### config.mk
export PLATFORM = sky130hd
export DESIGN_NAME = clock_divider_ctrl
export DESIGN_NICKNAME = d
export VERILOG_FILES = /design/src/rtl/clk_div_pkg.sv /design/src/rtl/half_period_counter.sv /design/src/rtl/clock_divider_ctrl.sv
export SDC_FILE = /design/constraint.sdc
export NUM_CORES = 1
export LEC_CHECK = 0
export CORE_MARGIN = 1
export CORE_UTILIZATION = 58
export CTS_CLUSTER_SIZE = 30
export DETAILED_ROUTE_END_ITERATION = 12
export PLACE_DENSITY = 0.84
export SETUP_SLACK_MARGIN = 0.05
export SYNTH_ARGS = -nofsm -noshare
export SYNTH_HDL_FRONTEND = slang
export SYNTH_SLANG_ARGS = --single-unit
### constraint.sdc
create_clock -name clk -period 3.8 [get_ports clk]
set_input_delay 0.76 -clock clk [delete_from_list [all_inputs] [get_ports clk]]
set_output_delay 0.76 -clock clk [all_outputs]
set_load 0.02 [all_outputs]
### src/rtl/clk_div_pkg.sv
// Shared definitions for the runtime-programmable clock divider:
// controller state encoding and default widths/ratios.
package clk_div_pkg;

  // Width of the half-period value and of the phase counter.
  localparam int CNT_W_DEF = 8;

  // Half-period loaded at reset (3 -> divide-by-6).
  localparam int unsigned DEFAULT_HALF_DEF = 3;

  // Controller states.
  //   IDLE : clock parked low, counter cleared
  //   RUN  : free-running divided clock
  //   PEND : running with a new ratio waiting for the end of a low phase
  //   STOP : finishing the current high phase before parking low
  typedef enum logic [1:0] {
    ST_IDLE = 2'd0,
    ST_RUN  = 2'd1,
    ST_PEND = 2'd2,
    ST_STOP = 2'd3
  } state_e;

endpackage

### src/rtl/half_period_counter.sv
// Phase counter for the clock divider. Counts 0..limit-1 and wraps;
// term flags the last cycle of a phase so the controller can toggle
// the divided clock on that same edge.
module half_period_counter
  import clk_div_pkg::*;
#(
  parameter int CNT_W = CNT_W_DEF
) (
  input  logic             clk,
  input  logic             reset,
  input  logic             clr,    // force count back to 0 (parks the phase)
  input  logic             inc,    // advance one cycle
  input  logic [CNT_W-1:0] limit,  // half-period in force, never 0
  output logic [CNT_W-1:0] cnt,
  output logic             term    // cnt == limit-1
);

  // limit is guaranteed non-zero by the controller, so limit-1 never
  // underflows and cnt never exceeds limit-1.
  assign term = (cnt == (limit - CNT_W'(1)));

  // Count register: clear has priority, wrap to 0 at the terminal count.
  always_ff @(posedge clk) begin
    if (reset || clr) begin
      cnt <= '0;
    end else if (inc) begin
      cnt <= term ? '0 : cnt + CNT_W'(1);
    end
  end

endmodule

### src/rtl/clock_divider_ctrl.sv
// Runtime-programmable clock divider controller. Produces a 50%-duty
// divided clock whose half-period is set over a valid/ready port.
// Ratio changes and start/stop only take effect on phase boundaries
// so clk_out never carries a runt pulse.
module clock_divider_ctrl
  import clk_div_pkg::*;
#(
  parameter int          CNT_W        = CNT_W_DEF,
  parameter int unsigned DEFAULT_HALF = DEFAULT_HALF_DEF
) (
  input  logic             clk,
  input  logic             reset,
  input  logic             en,
  input  logic             cfg_valid,
  input  logic [CNT_W-1:0] cfg_half,
  output logic             cfg_ready,
  output logic             cfg_err,
  output logic             clk_out,
  output logic             rise_tick,
  output logic [CNT_W-1:0] cur_half,
  output logic             running
);

  localparam logic [CNT_W-1:0] HALF_RST = CNT_W'(DEFAULT_HALF);

  state_e           state;
  logic [CNT_W-1:0] pend;
  logic             pend_vld;

  logic [CNT_W-1:0] cnt;
  logic             term;
  logic             cnt_clr;
  logic             cnt_inc;

  logic             xfer;
  logic             xfer_ok;
  logic [CNT_W-1:0] pend_nxt;
  logic             pend_vld_nxt;

  // Config is only accepted while the current ratio can be replaced
  // without an outstanding pending value.
  assign cfg_ready = (state == ST_IDLE) || (state == ST_RUN);
  assign running   = (state != ST_IDLE);

  assign xfer      = cfg_valid && cfg_ready;
  assign xfer_ok   = xfer && (cfg_half != '0);

  // Pending ratio as it will stand after this cycle's transfer; used when
  // a transfer and en=0 coincide so the new ratio survives into IDLE.
  always_comb begin
    pend_nxt     = pend;
    pend_vld_nxt = pend_vld;
    if (xfer_ok) begin
      pend_nxt     = cfg_half;
      pend_vld_nxt = 1'b1;
    end
  end

  // Counter control: parked at 0 in IDLE, and cleared when a low phase is
  // abandoned by en=0. Phase ends inside STOP/PEND rely on the wrap at term.
  always_comb begin
    cnt_clr = 1'b0;
    cnt_inc = (state != ST_IDLE);
    if (state == ST_IDLE) begin
      cnt_clr = 1'b1;
    end else if ((state == ST_RUN || state == ST_PEND) && !en && !clk_out) begin
      cnt_clr = 1'b1;
    end
  end

  half_period_counter #(
    .CNT_W (CNT_W)
  ) u_cnt (
    .clk   (clk),
    .reset (reset),
    .clr   (cnt_clr),
    .inc   (cnt_inc),
    .limit (cur_half),
    .cnt   (cnt),
    .term  (term)
  );

  // Controller FSM with registered clock, tick, error and ratio outputs.
  always_ff @(posedge clk) begin
    if (reset) begin
      state     <= ST_IDLE;
      clk_out   <= 1'b0;
      rise_tick <= 1'b0;
      cfg_err   <= 1'b0;
      cur_half  <= HALF_RST;
      pend      <= '0;
      pend_vld  <= 1'b0;
    end else begin
      rise_tick <= 1'b0;
      cfg_err   <= xfer && (cfg_half == '0);

      unique case (state)
        ST_IDLE: begin
          clk_out <= 1'b0;
          // A transfer in the same cycle as en=1 sets the first low phase.
          if (xfer_ok) cur_half <= cfg_half;
          if (en) state <= ST_RUN;
        end

        ST_RUN, ST_PEND: begin
          pend     <= pend_nxt;
          pend_vld <= pend_vld_nxt;
          if (!en) begin
            if (clk_out && !term) begin
              // Let the high phase run to completion.
              state <= ST_STOP;
            end else begin
              // Low phase, or the high phase ends right now: park low.
              clk_out  <= 1'b0;
              state    <= ST_IDLE;
              pend_vld <= 1'b0;
              if (pend_vld_nxt) cur_half <= pend_nxt;
            end
          end else if (state == ST_PEND && term && !clk_out) begin
            // New ratio always begins with a full high phase.
            cur_half  <= pend;
            pend_vld  <= 1'b0;
            clk_out   <= 1'b1;
            rise_tick <= 1'b1;
            state     <= ST_RUN;
          end else begin
            if (term) begin
              clk_out   <= ~clk_out;
              rise_tick <= ~clk_out;
            end
            if (xfer_ok) state <= ST_PEND;
          end
        end

        ST_STOP: begin
          // en is ignored here; finish the high phase and park.
          if (term) begin
            clk_out  <= 1'b0;
            state    <= ST_IDLE;
            pend_vld <= 1'b0;
            if (pend_vld) cur_half <= pend;
          end
        end
      endcase
    end
  end

endmodule

==> results.tsv <==
metric	value	unit
status	complete, no violations	
grt_usage	28.3	%
placed_area	2020	um2
ys_warn_count	0	
syn-cell-area	1770	um2
diodes	0	
async_flop_share	0	%
synthCells	204	
ys_dominant_reg_cell	dfxtp_1	
syn_area_per_cell	8.67	um2
yosys-top-cells-area	dfxtp_1, nor2_1, mux2i_1	
rsz0062_at_grt	false	
grt_max_degree	33	
drt_wl_total	4180	um
num_io_pins	25	
cts_sinks	30	
tightest_slew	0.662	ns
muxShareOfSynthArea	9.77	%
cts_tree	built	
crit_fanout	18	
synth.yosys.seq_area_share	34.0	%
synth_top_cell_area_share	34.0	%
synth_nets	222	
n_fill_cell	227	
max-slew-margin-rel	55.6	%
h-tree-depth	2	
synthSimpleGateAreaFrac	24.0	%
cts.hold.buffers_added	0	
synthXorXnorAreaFrac	8.70	%
fmax	0.321	GHz
grt_pass1_wl	7200	um
fin_tns_setup	0	ns
crit_arrival	3.30	ns
grt-ovfl-total	0	
dieArea	3270	um2
synth_top_family_by_area	simple AND/OR/NAND/NOR gates	
hpwl	3020	um
setup_viol	0	
cts_resized	0	
leakage	0.816	nW
core	2830	um2
layout-drive-gt1-share	9.61	%
drv_slew	0	
dr_total_vias	1652	
viasPerCell	6.35	
cts_inserted_buffers	5	
root_buffer	clkbuf_4	
final-hold-violation-count	0	
place_congestion	0.859	
synthDistinctLibCells	47	
ys_seq_elements	30	
area_delta_synth_final	17.7	%
grt_pass1_vias	1635	
fp-row-count	19	
final_area	2080	um2
clk_path_buf_depth	2	
clock-skew-final	0.0126	ns
synth_edf_count	0	
die_x	57.2	um
cts.clk_slew.worst_paths	0.09	ns
die_h	57.2	um
worst_hold_path_type	register to register	
power_density	644	nW/um2
criticalPathCategory	register to register	
holdWs	0.512	ns
nets	246	
initial_core_util	62.5	%
synth_top_cell_by_area	dfxtp_1	
synth.most_common_cell	dfxtp_1	
min_period_over_period	82.0	%
max-vdd-ir-drop	342	uV
drc	0	
min_period	3.11	ns
synth_compound_area_share	16.1	%
crit_required	3.99	ns
start_kind	register	
drv_cap	0	
end_kind	register	
first_pass_iters	5	
yosys.area_share.adder	4.25	%
io_buffers	24	
antenna_found_initial	0	
ant_nets	0	
synth_common_cells	dfxtp_1, nor2_1, a21oi_1	
wl_per_cell	16.1	um
drtIter0Drc	99	
worstSkewPairLatency	0.34	ns
postCtsSetupBuffers	0	
[cell families (layout without fill, tap and decap cells)]
group	Yosys count	count (layout)
flops	30	30
compound gates	40	40
xor+xnor	16	16
fa+ha+maj	6	6
buf+inv	14	39
mux	16	16
simple gates	82	82
[area by class of cell]
cell class | instances | area [um2] | area share (%)
multi-input cells | 160 | 1110 | 53.4
clock buffers | 7 | 55.1 | 2.65
repair buffers | 25 | 248 | 11.9
flip-flops and latches | 30 | 601 | 28.9
inverters | 6 | 22.5 | 1.08
clock inverters | 1 | 5.00 | 0.241
well taps | 31 | 38.8 | 1.86
[per-layer routing]
metal	track usage (%)	wire, um	vias up	share of wire, %
met1	34.3	1710	779	41
met3	6.80	321	15	7.7
li1	-	-	772	-
met4	13.6	92	0	2.2
met2	47.4	2060	86	49
met5	0	0	-	0
[registers in the layout, summed over array words and instances (netlist names)]
name / cells
state: 2
pend_vld: 1
rise_tick: 1
u_cnt.cnt: 8
cfg_err: 1
cur_half: 8
clk_out: 1
pend: 8
[per-stage QoR]
step	cells	total power, mW	util (%)	setup slack, ns
after floorplan	204	0.938	-	1.26
after global placement	252	1.10	71.4	0.721
after detailed placement	252	1.13	71.4	0.468
after CTS	260	1.33	73.6	0.801
after global routing	260	1.42	73.6	0.427
final	260	1.34	73.6	0.685
[critical path, cell delays in order, from the launching register on]
cell and delay (ns):
dfxtp_1 0.38, inv_1 0.10, ha_1 0.43, o21ai_0 0.58
a21oi_1 0.26, o22ai_1 0.42, a21oi_1 0.08, a32o_1 0.27
a2111oi_0 0.47
[final timing paths]
kind / startpoint / to / cells after the start / slack [ns]
hold reg to reg: pend[3] / pend[3] / 2 / 0.51
hold / removal: pend[3] / pend[3] / 2 / 0.51
setup reg to reg: state[0] / state[0] / 8 / 0.69
setup / recovery: state[0] / state[0] / 8 / 0.69
[cell usage in the layout (no fill, tap or decap), drive strengths merged, types with 2 or more instances in the layout]
cell type / instances
dfxtp: 30
nand3: 10
a32o: 2
nand2: 8
a211oi: 2
nor2b: 7
o211ai: 3
nor3: 5
nand2b: 3
nand3b: 2
ha: 6
mux2: 7
nor2: 29
o21ai: 10
xnor2: 10
clkbuf: 7
or2: 2
clkdlybuf4s50: 24
o21a: 2
mux2i: 9
a21oi: 12
inv: 6
xor2: 5
nor4: 6
and2: 2
[power by group]
part	total [mW]	switching [mW]	leakage (nW)	internal [mW]
clock network	0.200	0.110	0.0353	0.0895
logic	0.700	0.388	0.537	0.312
registers	0.439	0.0679	0.244	0.371
total	1.34	0.566	0.816	0.773
(Power assumes the default switching activity.)
